$ cat src/rtl/mem_arbiter.sv
// Single-port RAM arbiter between instruction fetch and data access.
// Data requests win in IDLE; ihit/dhit are combinational with ram_ready.
module mem_arbiter #(
  parameter int WORD_W  = 32,
  parameter int ADDR_W  = 32,
  parameter int TIMEOUT = 255
) (
  input  logic              CLK,
  input  logic              nRST,
  input  logic              imemREN,
  input  logic [ADDR_W-1:0] imemaddr,
  output logic [WORD_W-1:0] imemload,
  output logic              ihit,
  input  logic              dmemREN,
  input  logic              dmemWEN,
  input  logic [ADDR_W-1:0] dmemaddr,
  input  logic [WORD_W-1:0] dmemstore,
  output logic [WORD_W-1:0] dmemload,
  output logic              dhit,
  input  logic              halt,
  output logic              ramREN,
  output logic              ramWEN,
  output logic [ADDR_W-1:0] ramaddr,
  output logic [WORD_W-1:0] ramstore,
  input  logic [WORD_W-1:0] ramload,
  input  logic              ram_ready,
  output logic              halted,
  output logic              err,
  output logic [15:0]       icount,
  output logic [15:0]       dcount
);

  localparam logic [7:0] TMO = 8'(TIMEOUT);

  typedef enum logic [1:0] {IDLE, DATA, INSTR, HALTED} state_t;

  state_t            state_q, state_d;
  logic [ADDR_W-1:0] addr_q, addr_d;
  logic [WORD_W-1:0] store_q, store_d;
  logic              wr_q, wr_d;
  logic [7:0]        wait_q, wait_d;
  logic              err_q, err_d;
  logic [15:0]       icnt_q, icnt_d;
  logic [15:0]       dcnt_q, dcnt_d;

  always_ff @(posedge CLK or negedge nRST) begin
    if (!nRST) state_q <= IDLE;
    else       state_q <= state_d;
  end

  always_comb begin
    state_d = state_q;
    case (state_q)
      IDLE: begin
        if (dmemREN | dmemWEN) state_d = DATA;
        else if (halt)         state_d = HALTED;
        else if (imemREN)      state_d = INSTR;
      end
      DATA:    if (ram_ready) state_d = IDLE;
      INSTR:   if (ram_ready) state_d = IDLE;
      HALTED:  state_d = HALTED;
      default: state_d = IDLE;
    endcase
  end

  always_comb begin
    ramREN = 1'b0;
    ramWEN = 1'b0;
    ihit   = 1'b0;
    dhit   = 1'b0;
    halted = 1'b0;
    case (state_q)
      DATA: begin
        ramWEN = wr_q;
        ramREN = ~wr_q;
        dhit   = ram_ready;
      end
      INSTR: begin
        ramREN = 1'b1;
        ihit   = ram_ready;
      end
      HALTED:  halted = 1'b1;
      default: ;
    endcase
  end

  // A simultaneous read+write is latched as a write; the wait counter
  // saturates at TIMEOUT so err is raised exactly once per stall.
  always_comb begin
    addr_d  = addr_q;
    store_d = store_q;
    wr_d    = wr_q;
    wait_d  = wait_q;
    err_d   = err_q;
    icnt_d  = icnt_q;
    dcnt_d  = dcnt_q;
    case (state_q)
      IDLE: begin
        if (dmemREN | dmemWEN) begin
          addr_d  = dmemaddr;
          store_d = dmemstore;
          wr_d    = dmemWEN;
          wait_d  = '0;
          if (dmemREN & dmemWEN) err_d = 1'b1;
        end else if (!halt && imemREN) begin
          addr_d = imemaddr;
          wait_d = '0;
        end
      end
      DATA, INSTR: begin
        if (ram_ready) begin
          if (state_q == DATA) dcnt_d = dcnt_q + 16'd1;
          else                 icnt_d = icnt_q + 16'd1;
        end else begin
          if (wait_q != TMO)         wait_d = wait_q + 8'd1;
          if (wait_q == TMO - 8'd1)  err_d  = 1'b1;
        end
      end
      default: ;
    endcase
  end

  always_ff @(posedge CLK or negedge nRST) begin
    if (!nRST) begin
      addr_q  <= '0;
      store_q <= '0;
      wr_q    <= 1'b0;
      wait_q  <= '0;
      err_q   <= 1'b0;
      icnt_q  <= '0;
      dcnt_q  <= '0;
    end else begin
      addr_q  <= addr_d;
      store_q <= store_d;
      wr_q    <= wr_d;
      wait_q  <= wait_d;
      err_q   <= err_d;
      icnt_q  <= icnt_d;
      dcnt_q  <= dcnt_d;
    end
  end

  assign ramaddr  = addr_q;
  assign ramstore = store_q;
  assign err      = err_q;
  assign icount   = icnt_q;
  assign dcount   = dcnt_q;
  assign imemload = ramload;
  assign dmemload = ramload;

endmodule

$ cat config.mk
export PLATFORM = sky130hd
export DESIGN_NAME = mem_arbiter
export DESIGN_NICKNAME = d
export VERILOG_FILES = /design/src/rtl/mem_arbiter.sv
export SDC_FILE = /design/constraint.sdc
export NUM_CORES = 1
export LEC_CHECK = 0
export CELL_PAD_IN_SITES_DETAIL_PLACEMENT = 1
export CELL_PAD_IN_SITES_GLOBAL_PLACEMENT = 1
export CORE_MARGIN = 5
export CORE_UTILIZATION = 31
export CTS_BUF_LIST = sky130_fd_sc_hd__clkbuf_4 sky130_fd_sc_hd__clkbuf_8
export CTS_CLUSTER_SIZE = 8
export DETAILED_ROUTE_END_ITERATION = 8
export GPL_TIMING_DRIVEN = 1
export PLACE_DENSITY_LB_ADDON = 0.3
export SLEW_MARGIN = 20
export SYNTH_ARGS = -nofsm -noshare
export SYNTH_HDL_FRONTEND = slang
export SYNTH_SLANG_ARGS = --single-unit
$ cat constraint.sdc
create_clock -name CLK -period 3 [get_ports CLK]
set_input_delay 0.3 -clock CLK [delete_from_list [all_inputs] [get_ports CLK]]
set_output_delay 0.3 -clock CLK [all_outputs]
set_load 0.02 [all_outputs]
Word-level counts from Yosys, hierarchy flattened
Cells that the tools add are included.
Widths: inputs -> output; s select.
- register bits after elaboration: 108
- bits of input ports: 135
- logic and storage cells: 63
- add/sub/neg operators: 3
- equal/unequal tests: 13
- mux-type cells: 22
- bitwise logic cells: 4
- reductions and logical operators: 13
- operators by type and width (operator ; count):
    $mux 32 ; 2
    $add 16x1->16 const B ; 2
    $mux 8 ; 4
    $pmux 8 s2 ; 1
    $add 8x1->8 const B ; 1
    $eq 8x8->1 const B ; 1
    $mux 1 ; 8
    $mux 2 ; 4
    $ne 8x8->1 const B ; 1
    $ne 2x1->1 const B ; 3
    $ne 2x2->1 const B ; 3
    $pmux 2 s3 ; 1
    $reduce_and 2->1 ; 3
    $reduce_and 3->1 ; 2
    $reduce_and 5->1 ; 1
    $eq 2x2->1 const B ; 2
    $ne 4x4->1 const B ; 1
    $pmux 1 s2 ; 2
    $reduce_and 4->1 ; 1
    $reduce_bool 2->1 ; 2
    $ne 3x3->1 const B ; 1
    $eq 2x1->1 const B ; 1
    $logic_not 2->1 ; 1
    $not 1->1 ; 2
    other kinds (5) ; 5

Depth between registers and ports, before layout
Gate-level depths: netlist of run 1.
- depth after elaboration: 5
- depth in mapped cells: 8

Least setup slack after synthesis of run 1
Ideal clock, no wire load.
- kind: reg-to-reg
- from: register state_q[0]
- to: register wait_q[1]
- arrival: 1.881 ns
- required time: 2.875 ns
- path slack: 0.994 ns
- cell stages (with the launch flop): 9
- buffers on the path: 2
- cells stage by stage: dfrtp_1 > inv_1 > ha_1 > clkbuf_1 > inv_1 > or3_1 > buf_2 > a21boi_4 > mux2_4
- word-level cells in the longest chain between the ends: 4
- elaborated cells between the ends (all ways): 10
- those cells by class: eq/ne (5); mux (1); reduce/logical (4)
- ends and longest elaborated chain (what ; RTL line ; source):
    start: declaration ; 37 ; state_t state_q, state_d;
    start signal: assignment ; 48 ; else state_q <= state_d;
    $eq 2x1->1 or $eq 2x2->1 (tied branches) ; 97 ; case (state_q)
    $reduce_or 2->1 (no source line) ; n/a ;
    $ne 2x1->1 (no source line), or another cell as far along ; n/a ;
    $reduce_and 4->1 (no source line) ; n/a ;
    end signal: assignment ; 136 ; wait_q <= wait_d;
    end: declaration ; 41 ; logic [7:0] wait_q, wait_d;
Several ways; a longest one is shown, not always the timed one.
A chain may end at the register's enable or synchronous reset.

Worst setup path after layout of run 1
- from: register state_q[0]
- to: output port ramREN
- word-level cells in the longest chain between the ends: 2
- elaborated cells between the ends (all ways): 3
- those cells by class: eq/ne (2); mux (1)
- ends and longest elaborated chain (what ; RTL line ; source):
    $eq 2x2->1 or $eq 2x1->1 (tied branches) ; 72 ; case (state_q)
    $pmux 1 s2 (*) ; 72 ;
    end: declaration ; 21 ; output logic ramREN,
Every way passes the cells marked *; elsewhere a longest branch is shown, timed or not.

==> run metrics, run 1 <==
status=complete, no violations; Mapped Cells=483; critical path peak fanout=15; worst skew pair latency=380 ps; commonest non-fill, non-tap cell in the layout=clkdlybuf4s50_1; Final min period=2530 ps; P_leak=3.03 nW; Seq/Total Area, Yosys=0.511; final core utilization=0.439; Synth area leaders=dfrtp_1 51%, buf_4 9.1%, mux2_2 7.2%; FF-to-FF path depth=6; max cap viols=0; first-pass GRT wire length=23500 µm; VDD IR-drop max=364 µV; Overflow after GRT=0; crit start category=flip-flop; Achievable Freq=396 MHz; number of global-route vias before repair=4377; Yosys top cell area share=0.511; number of port buffers=204; wirelength, routed=14500 µm; Pre-antenna DRT Iters=4; Synth cell types=37; total track usage=0.149; root buf cell=clkbuf_8; die span in x=141 µm; Most Crowded Layer GR=met2; Final Max Tran Viols=0; clk_skew=9.77 ps; Syn Area/Cell=10.9 µm²; unrepaired setup endpoints after global routing=false; #FFs+latches synth=108; synthesized area=5290 µm²; most frequent cells in the layout=203 x clkdlybuf4s50_1, 108 x dfrtp_1, 52 x nand2_1, 40 x o21ai_0, 34 x mux2_2; gpl congestion=0.788; Final WS setup=474 ps; hold slack final=475 ps; final antenna-violating net count=0; nets=765; met2 usage=0.242; Clock transition at path regs=100 ps; HP Class=flip-flop to flip-flop; Slew @ Worst Pin=667 ps; PwrDens=876 nW/µm²; largest net degree at the start of global routing=65; syn_nets=627; Die Ht=141 µm; FP Rows=47; synthesis warning total=0; 1st-iter DRT viols=203; area leader, netlist=dfrtp_1; hold depth=1; Area Overhead vs Synth=38.1%; Tcrit/Tclk final=0.842; CTS tree=built; antenna violations before repair=0; drt wl/cell=17.2 µm; vias=3878; Slew HR=0.549; worst endpoint required time=2700 ps; H-tree levels=3; core area=16600 µm²; CTS sink count=108; Ant. Diodes=0; pre-CTS setup slack=642 ps; final-layout fill cell count=1797; CTS max path bufs=2; CTS Buf Count=9; # setup viols final=0; Starting Density=0.318; post-cts gate resize count=0; vias per cell=4.59; layout cells sized above 1=0.0978; count of final hold-check violations=0; DRC=0; M3 GR Usage=0.0701; Setup TNS=0 ps; Worst EP arrival=2230 ps; Die Area=19800 µm²; I/O pin total=301; hpwl dp=11500 µm; WS Path Type=flip-flop to output port; CP Capture Type=output port; met1 usage=0.172
[worst paths after layout]
path | from | slack, ps | to
worst min-delay path | icount[15]$_DFFE_PN0P_ | 480 | icount[15]$_DFFE_PN0P_
min in group asynchronous | nRST | 490 | ramaddr[3]$_DFFE_PN0P_
worst min register to register | icount[15]$_DFFE_PN0P_ | 480 | icount[15]$_DFFE_PN0P_
max in group asynchronous | nRST | 1760 | ramstore[31]$_DFFE_PN0P_
worst max register to register | state_q[0]$_DFFE_PN0P_ | 680 | wait_q[1]$_DFFE_PN0P_
worst max-delay path | state_q[0]$_DFFE_PN0P_ | 470 | ramREN
[registers in the layout (all words and copies together) (netlist names)]
name,count
ramaddr,32
ramstore,32
icount,16
wr_q,1
dcount,16
wait_q,8
state_q,2
err,1
[cell type report]
class | instances | area (µm²) | area share
Sequential cell | 108 | 2700 | 0.370
Timing Repair Buffer | 210 | 2100 | 0.288
Multi-Input combinational cell | 284 | 2020 | 0.276
Tap cell | 220 | 275 | 0.0377
Clock buffer | 13 | 166 | 0.0228
Inverter | 8 | 30.0 | 0.00411
Clock inverter | 1 | 8.76 | 0.00120
[worst max-delay path, cell delays in order (launching register included)]
cell and delay [ps]:
dfrtp_1 430, inv_1 80, ha_1 530, o21a_1 210
clkdlybuf4s50_1 610
[timing repair]
item	in CTS	in global routing
hold endpoints to repair	49	0
buffers inserted	0	0
hold buffers	1	0
[power breakdown]
| part | internal (mW) | switching [mW] | total (mW) | leakage (nW) |
|---|---|---|---|---|
| combinational | 1.55 | 1.67 | 3.22 | 1.59 |
| clock | 0.360 | 0.484 | 0.844 | 0.0924 |
| sequential | 1.98 | 0.343 | 2.33 | 1.35 |
| total | 3.90 | 2.50 | 6.39 | 3.03 |
[through the flow]
step                instances  power, mW  cell area [µm²]
CTS                       844       6.53             7300
floorplan                 483       4.14             5290
global placement          829       5.50             7110
detailed placement        829       5.65             7110
finish                    844       6.39             7300
global route              844       6.85             7300
[cells in the mapped netlist (all sizes together)]
| cell | number |
|---|---|
| a21boi | 1 |
| a21o | 1 |
| a21oi | 4 |
| a31oi | 9 |
| a41oi | 1 |
| and2 | 3 |
| and3 | 4 |
| and4 | 1 |
| buf | 69 |
| clkbuf | 14 |
| dfrtp | 108 |
| ha | 9 |
| inv | 8 |
| mux2 | 35 |
| mux2i | 32 |
| nand2 | 52 |
| nand2b | 3 |
| nand3 | 13 |
| nand4 | 12 |
| nand4b | 1 |
| nor2 | 9 |
| nor2b | 4 |
| nor3 | 9 |
| nor4 | 2 |
| o21a | 1 |
| o21ai | 41 |
| o31ai | 1 |
| o41ai | 1 |
| or2 | 4 |
| or3 | 1 |
| xnor2 | 21 |
| xor2 | 9 |
[cell families after synthesis]
| group | after synthesis | share of synthesized area |
|---|---|---|
| xor gates and xnor gates | 30 | 0.0497 |
| AOI/OAI and AO/OA | 60 | 0.0644 |
| muxes | 67 | 0.136 |
| adders and majority gates | 9 | 0.0213 |
| DFF | 108 | 0.511 |
| and+or+nand+nor | 118 | 0.107 |
| buffers and inverters | 91 | 0.111 |
[routing by layer]
metal	share of wire	wire length, µm
met1	0.40	5750
met3	0.11	1600
met2	0.48	6900
met4	0.018	258
met5	0	0
Note: power is estimated with default switching activity, not from simulation.
==> run 2, diff against run 1 <==
CORE_UTILIZATION = 26   (was 31)
clock period = 2.14 ns   (was 3 ns; I/O delays follow)
==> run metrics, run 2 (synthesized netlist as in run 1, its figures left out) <==
status=complete, no violations; Final WS setup=162 ps (-311 ps); antenna violations before repair=0 (unchanged); Ant. Diodes=0 (unchanged); critical path peak fanout=5 (-10); CTS sink count=108 (unchanged); number of port buffers=204 (unchanged); Worst EP arrival=1760 ps (-470 ps); CTS tree=built; 1st-iter DRT viols=66 (-67%); VDD IR-drop max=383 µV (+5.2%); # setup viols final=0 (unchanged); FF-to-FF path depth=6 (unchanged); postcts setup bufs=0 (unchanged); gpl congestion=0.765 (-2.9%); slowest stage delay, CP=450 ps (-160 ps); total track usage=0.134 (-0.0158); Setup TNS=0 ps (unchanged); WS Path Type=flip-flop to output port; worst skew pair latency=380 ps (about the same); vias=4054 (+4.5%); DRC=0 (unchanged); layout cells sized above 1=0.122 (+0.0245); nets=777 (+1.6%); Die Area=23300 µm² (+18%); Area Overhead vs Synth=42.3%; CTS Buf Count=9 (unchanged); worst endpoint required time=1930 ps (-770 ps); count of final hold-check violations=0 (unchanged); final-layout fill cell count=2208 (+23%); Tcrit/Tclk final=0.924; Crit-path slowest cell=dfrtp_2; largest net degree at the start of global routing=65 (unchanged); Slew @ Worst Pin=426 ps (-242 ps); core area=20100 µm² (+21%); final antenna-violating net count=0 (unchanged); Overflow after GRT=0 (unchanged); Worst Path Buf+Inv=2 (unchanged); commonest non-fill, non-tap cell in the layout=clkdlybuf4s50_1; Starting Density=0.263 (-0.0547); WP depth=5 (+1); hold slack final=293 ps (-182 ps); Final Max Tran Viols=0 (unchanged); Die Ht=153 µm (+8.5%); clk_skew=11.2 ps (+1.48 ps); drt wl/cell=16.8 µm (-2.0%); crit start category=flip-flop; vias per cell=4.46 (-2.8%); PwrDens=1230 nW/µm² (+41%); most frequent cells in the layout=199 x clkdlybuf4s50_1, 106 x dfrtp_1, 52 x nand2_1, 40 x o21ai_0, 34 x mux2_2; die span in x=153 µm (+8.5%); P_leak=3.12 nW (+3.1%); unrepaired setup endpoints after global routing=false; max cap viols=0 (unchanged); CP Capture Type=output port; Pre-antenna DRT Iters=4 (unchanged); Slew HR=0.714 (+0.165); CTS max path bufs=2 (unchanged); FP Rows=52 (+11%); top cell family by delay on the critical path=flip-flops; Clock transition at path regs=100 ps (about the same); HP Class=primary input to asynchronous set/reset pin; Design Power=9.26 mW (+45%); H-tree levels=3 (unchanged); wirelength, routed=15300 µm (+5.5%); hpwl dp=12100 µm (+5.3%); I/O pin total=301 (unchanged); root buf cell=clkbuf_8; pre-CTS setup slack=117 ps (-525 ps); crit-path cells=inv_1 > ha_1 > nor2b_1 > o21a_1 > clkdlybuf4s15_1; number of global-route vias before repair=4594 (+5.0%); Achievable Freq=506 MHz; first-pass GRT wire length=25200 µm (+7.4%); Final min period=1980 ps
-- run 2: changes by cell type in the layout (fill, tap and decap cells not counted), moves of 2 or more --
| cell | change |
|---|---|
| buf_12 | +3 |
| buf_4 | +9 |
| clkbuf_4 | -2 |
| clkdlybuf4s50_1 | -4 |
| dfrtp_1 | -2 |
| dfrtp_2 | +2 |
| dlygate4sd2_1 | +3 |
| inv_6 | +2 |
-- run 2: layer usage --
layer / global-route usage / share of wire
met3: 0.0596 / 0.10
met4: 0.0543 / 0.023
met1: 0.157 / 0.40
met5: 0 / 0
met2: 0.213 / 0.47
-- run 2: path summary, 6_finish.rpt --
check | end | slack, ps | start
max in group asynchronous | wait_q[4]$_DFFE_PN0P_ | 1190 | nRST
hold / removal | ramaddr[28]$_DFFE_PN0P_ | 290 | nRST
setup reg to reg | wait_q[1]$_DFFE_PN0P_ | 170 | state_q[0]$_DFFE_PN0P_
hold reg to reg | err$_DFFE_PN0P_ | 480 | err$_DFFE_PN0P_
setup / recovery | ramREN | 160 | state_q[1]$_DFFE_PN0P_
min in group CLK | dmemload[17] | 430 | ramload[17]
-- run 2: power breakdown --
group | switching, mW | internal (mW) | total [mW] | leakage [nW]
logic | 2.38 | 2.27 | 4.65 | 1.67
registers | 0.484 | 2.78 | 3.27 | 1.35
clock network | 0.755 | 0.583 | 1.34 | 0.103
-- run 2: metrics by stage --
step,instance area [µm²],utilization,instances
floorplan,5290,-,483
global placement,7300,0.363,891
detailed placement,7300,0.363,891
CTS,7520,0.374,908
global route,7520,0.374,908
finish,7520,0.374,908
-- run 2: layout make-up --
cell class                      count  area, µm²  area share
Tap cell                          270        338      0.0449
Clock inverter                      6       68.8     0.00915
Sequential cell                   108       2710       0.360
Clock buffer                       10        138      0.0183
Inverter                            8       30.0     0.00399
Timing Repair Buffer              222       2220       0.296
Multi-Input combinational cell    284       2020       0.268
-- run 2: what timing repair did --
item                                    4_1_cts  5_1_grt
cloned                                        0        0
gates resized for setup                       5        3
endpoints found under the setup margin        4        2
hold buffers                                  1        0
pin swaps                                     0        0
hold endpoints to repair                     23        0
-- run 2: worst reg2reg max path: stages (launching register included) --
cell	delay (ps)
dfrtp_2	420
inv_1	70
ha_1	370
buf_4	200
nand2b_1	180
a21boi_4	290
mux2_4	330
==> run 3, diff against run 2 <==
CTS_BUF_LIST = sky130_fd_sc_hd__clkbuf_8   (was sky130_fd_sc_hd__clkbuf_4 sky130_fd_sc_hd__clkbuf_8)
==> results of run 3 <==
Final layout, timing and power as in run 2 (identical DEF).
==> edit (settings of run 2) <==
Change the parameter `ADDR_W` from 32 to 48.
--- a/src/rtl/mem_arbiter.sv
+++ b/src/rtl/mem_arbiter.sv
@@ -3,5 +3,5 @@
 module mem_arbiter #(
   parameter int WORD_W  = 32,
-  parameter int ADDR_W  = 32,
+  parameter int ADDR_W  = 48,
   parameter int TIMEOUT = 255
 ) (
Ports: changed (resized dmemaddr, imemaddr and ramaddr); port bits go from 301 to 349. The function was not compared with the original's and may differ.
==> edit against run 2 <==
Synthesized area up 16%; wire length is 19% higher; total power increased by 25%; setup slack worse by 0.062 ns; die area grew 15%; sequential cell count up 16; final area increased by 20%; core utilization rose by 1.3 points; fmax fell by 3.0%; synthesized cell count increased by 14%; largest cell class unchanged; largest power group unchanged.
==> edit: results <==
export IMPL_reg2reg_to="dcount[13]$_DFFE_PN0P_"
export IMPL_dr_wl_met3_mm=1.29
export IMPL_worst_r2r_setup_slack_ns=0.21
export IMPL_synthesis_area_sq_um=6140
export IMPL_grt_pass1_vias=5244
export IMPL_htreeDepth=4
export IMPL_fin_nets=926
export IMPL_gp_congestion=0.786
export IMPL_cp_max_fo=6
export IMPL_leakagePower_nw=3.81
export IMPL_p_sw_frac=0.376
export IMPL_hold_path_class="in2reg"
export IMPL_ir_worst_vdd_mv=0.486
export IMPL_gr_usage_met1=0.159
export IMPL_grt_pass1_wl_mm=29.0
export IMPL_drive_gt1_frac=0.121
export IMPL_syn_num_nets=728
export IMPL_grt_total_usage=0.136
export IMPL_clk_pin_slew_ns=0.08
export IMPL_clock_skew_ns=0.0165
export IMPL_dpl_hpwl_mm=14.0
export IMPL_met1_length_mm=7.14
export IMPL_place_area_sq_um=8580
export IMPL_vias_per_cell=4.34
export IMPL_synth_top_cells_by_count="dfrtp_1, nand2_1, buf_4"
export IMPL_r2r_cells=7
export IMPL_ys_seq_area_frac=0.506
export IMPL_clock_latency_ns=0.43
export IMPL_wl_per_cell_um=16.9
export IMPL_cp_arrival_ns=1.83
export IMPL_portBuffers=252
export IMPL_gr_usage_met2=0.234
export IMPL_use_met3=0.0429
export IMPL_outcome="complete, no violations"
export IMPL_cts_resized_gates=6
export IMPL_drtIter0Drc=114
==> edit: cell count changes after synthesis, moves of 8 or more <==
| cell | run 2 | this run |
|---|---|---|
| nand2_1 | 52 | 73 |
| dfrtp_1 | 108 | 124 |
| clkbuf_1 | 14 | 3 |
| o21ai_1 | 1 | 9 |
| mux2i_1 | 32 | 52 |
==> edit: area by class of cell <==
type | count | area (sq um)
clock buffer | 20 | 263
timing repair buffer | 263 | 2650
sequential | 124 | 3100
tap | 319 | 399
fill | 2557 | 14300
clock inverter | 11 | 169
multi-input combinational | 334 | 2390
inverter | 10 | 37.5
==> edit: metrics by stage <==
stage               cells   util  setup TNS (ns)  setup WS, ns  hold WS, ns
global placement     1049  0.368               0         0.142        0.365
detailed placement   1049  0.368               0         0.112        0.385
finish               1081  0.387               0         0.100        0.394
floorplan             552      -               0         0.386      -0.0816
CTS                  1081  0.386               0        0.0154        0.349
global route         1081  0.387         -0.0163       -0.0163        0.349
==> edit: kinds of logic after synthesis <==
| group | synth area share |
|---|---|
| AO/OA/AOI/OAI | 0.0648 |
| XOR/XNOR | 0.0428 |
| adder cells (fa/ha/maj) | 0.0183 |
| buffers and inverters | 0.107 |
| flip-flops | 0.506 |
| multiplexers | 0.149 |
| AND/OR/NAND/NOR | 0.113 |
==> edit: worst max-delay path, stage by stage, from the launching register on <==
cell	delay, ns
dfrtp_1	0.43
inv_1	0.09
ha_2	0.38
inv_1	0.07
nor2_1	0.15
clkdlybuf4s15_2	0.28
==> edit: power by group through the flow <==
stage	clock network (W)	logic, W	registers (W)
global route	0.00249	0.00596	0.00394
CTS	0.00239	0.00561	0.00383
finish	0.00228	0.00549	0.00382
global placement	0	0.00548	0.00380
floorplan	0	0.00208	0.00480
detailed placement	0	0.00561	0.00387
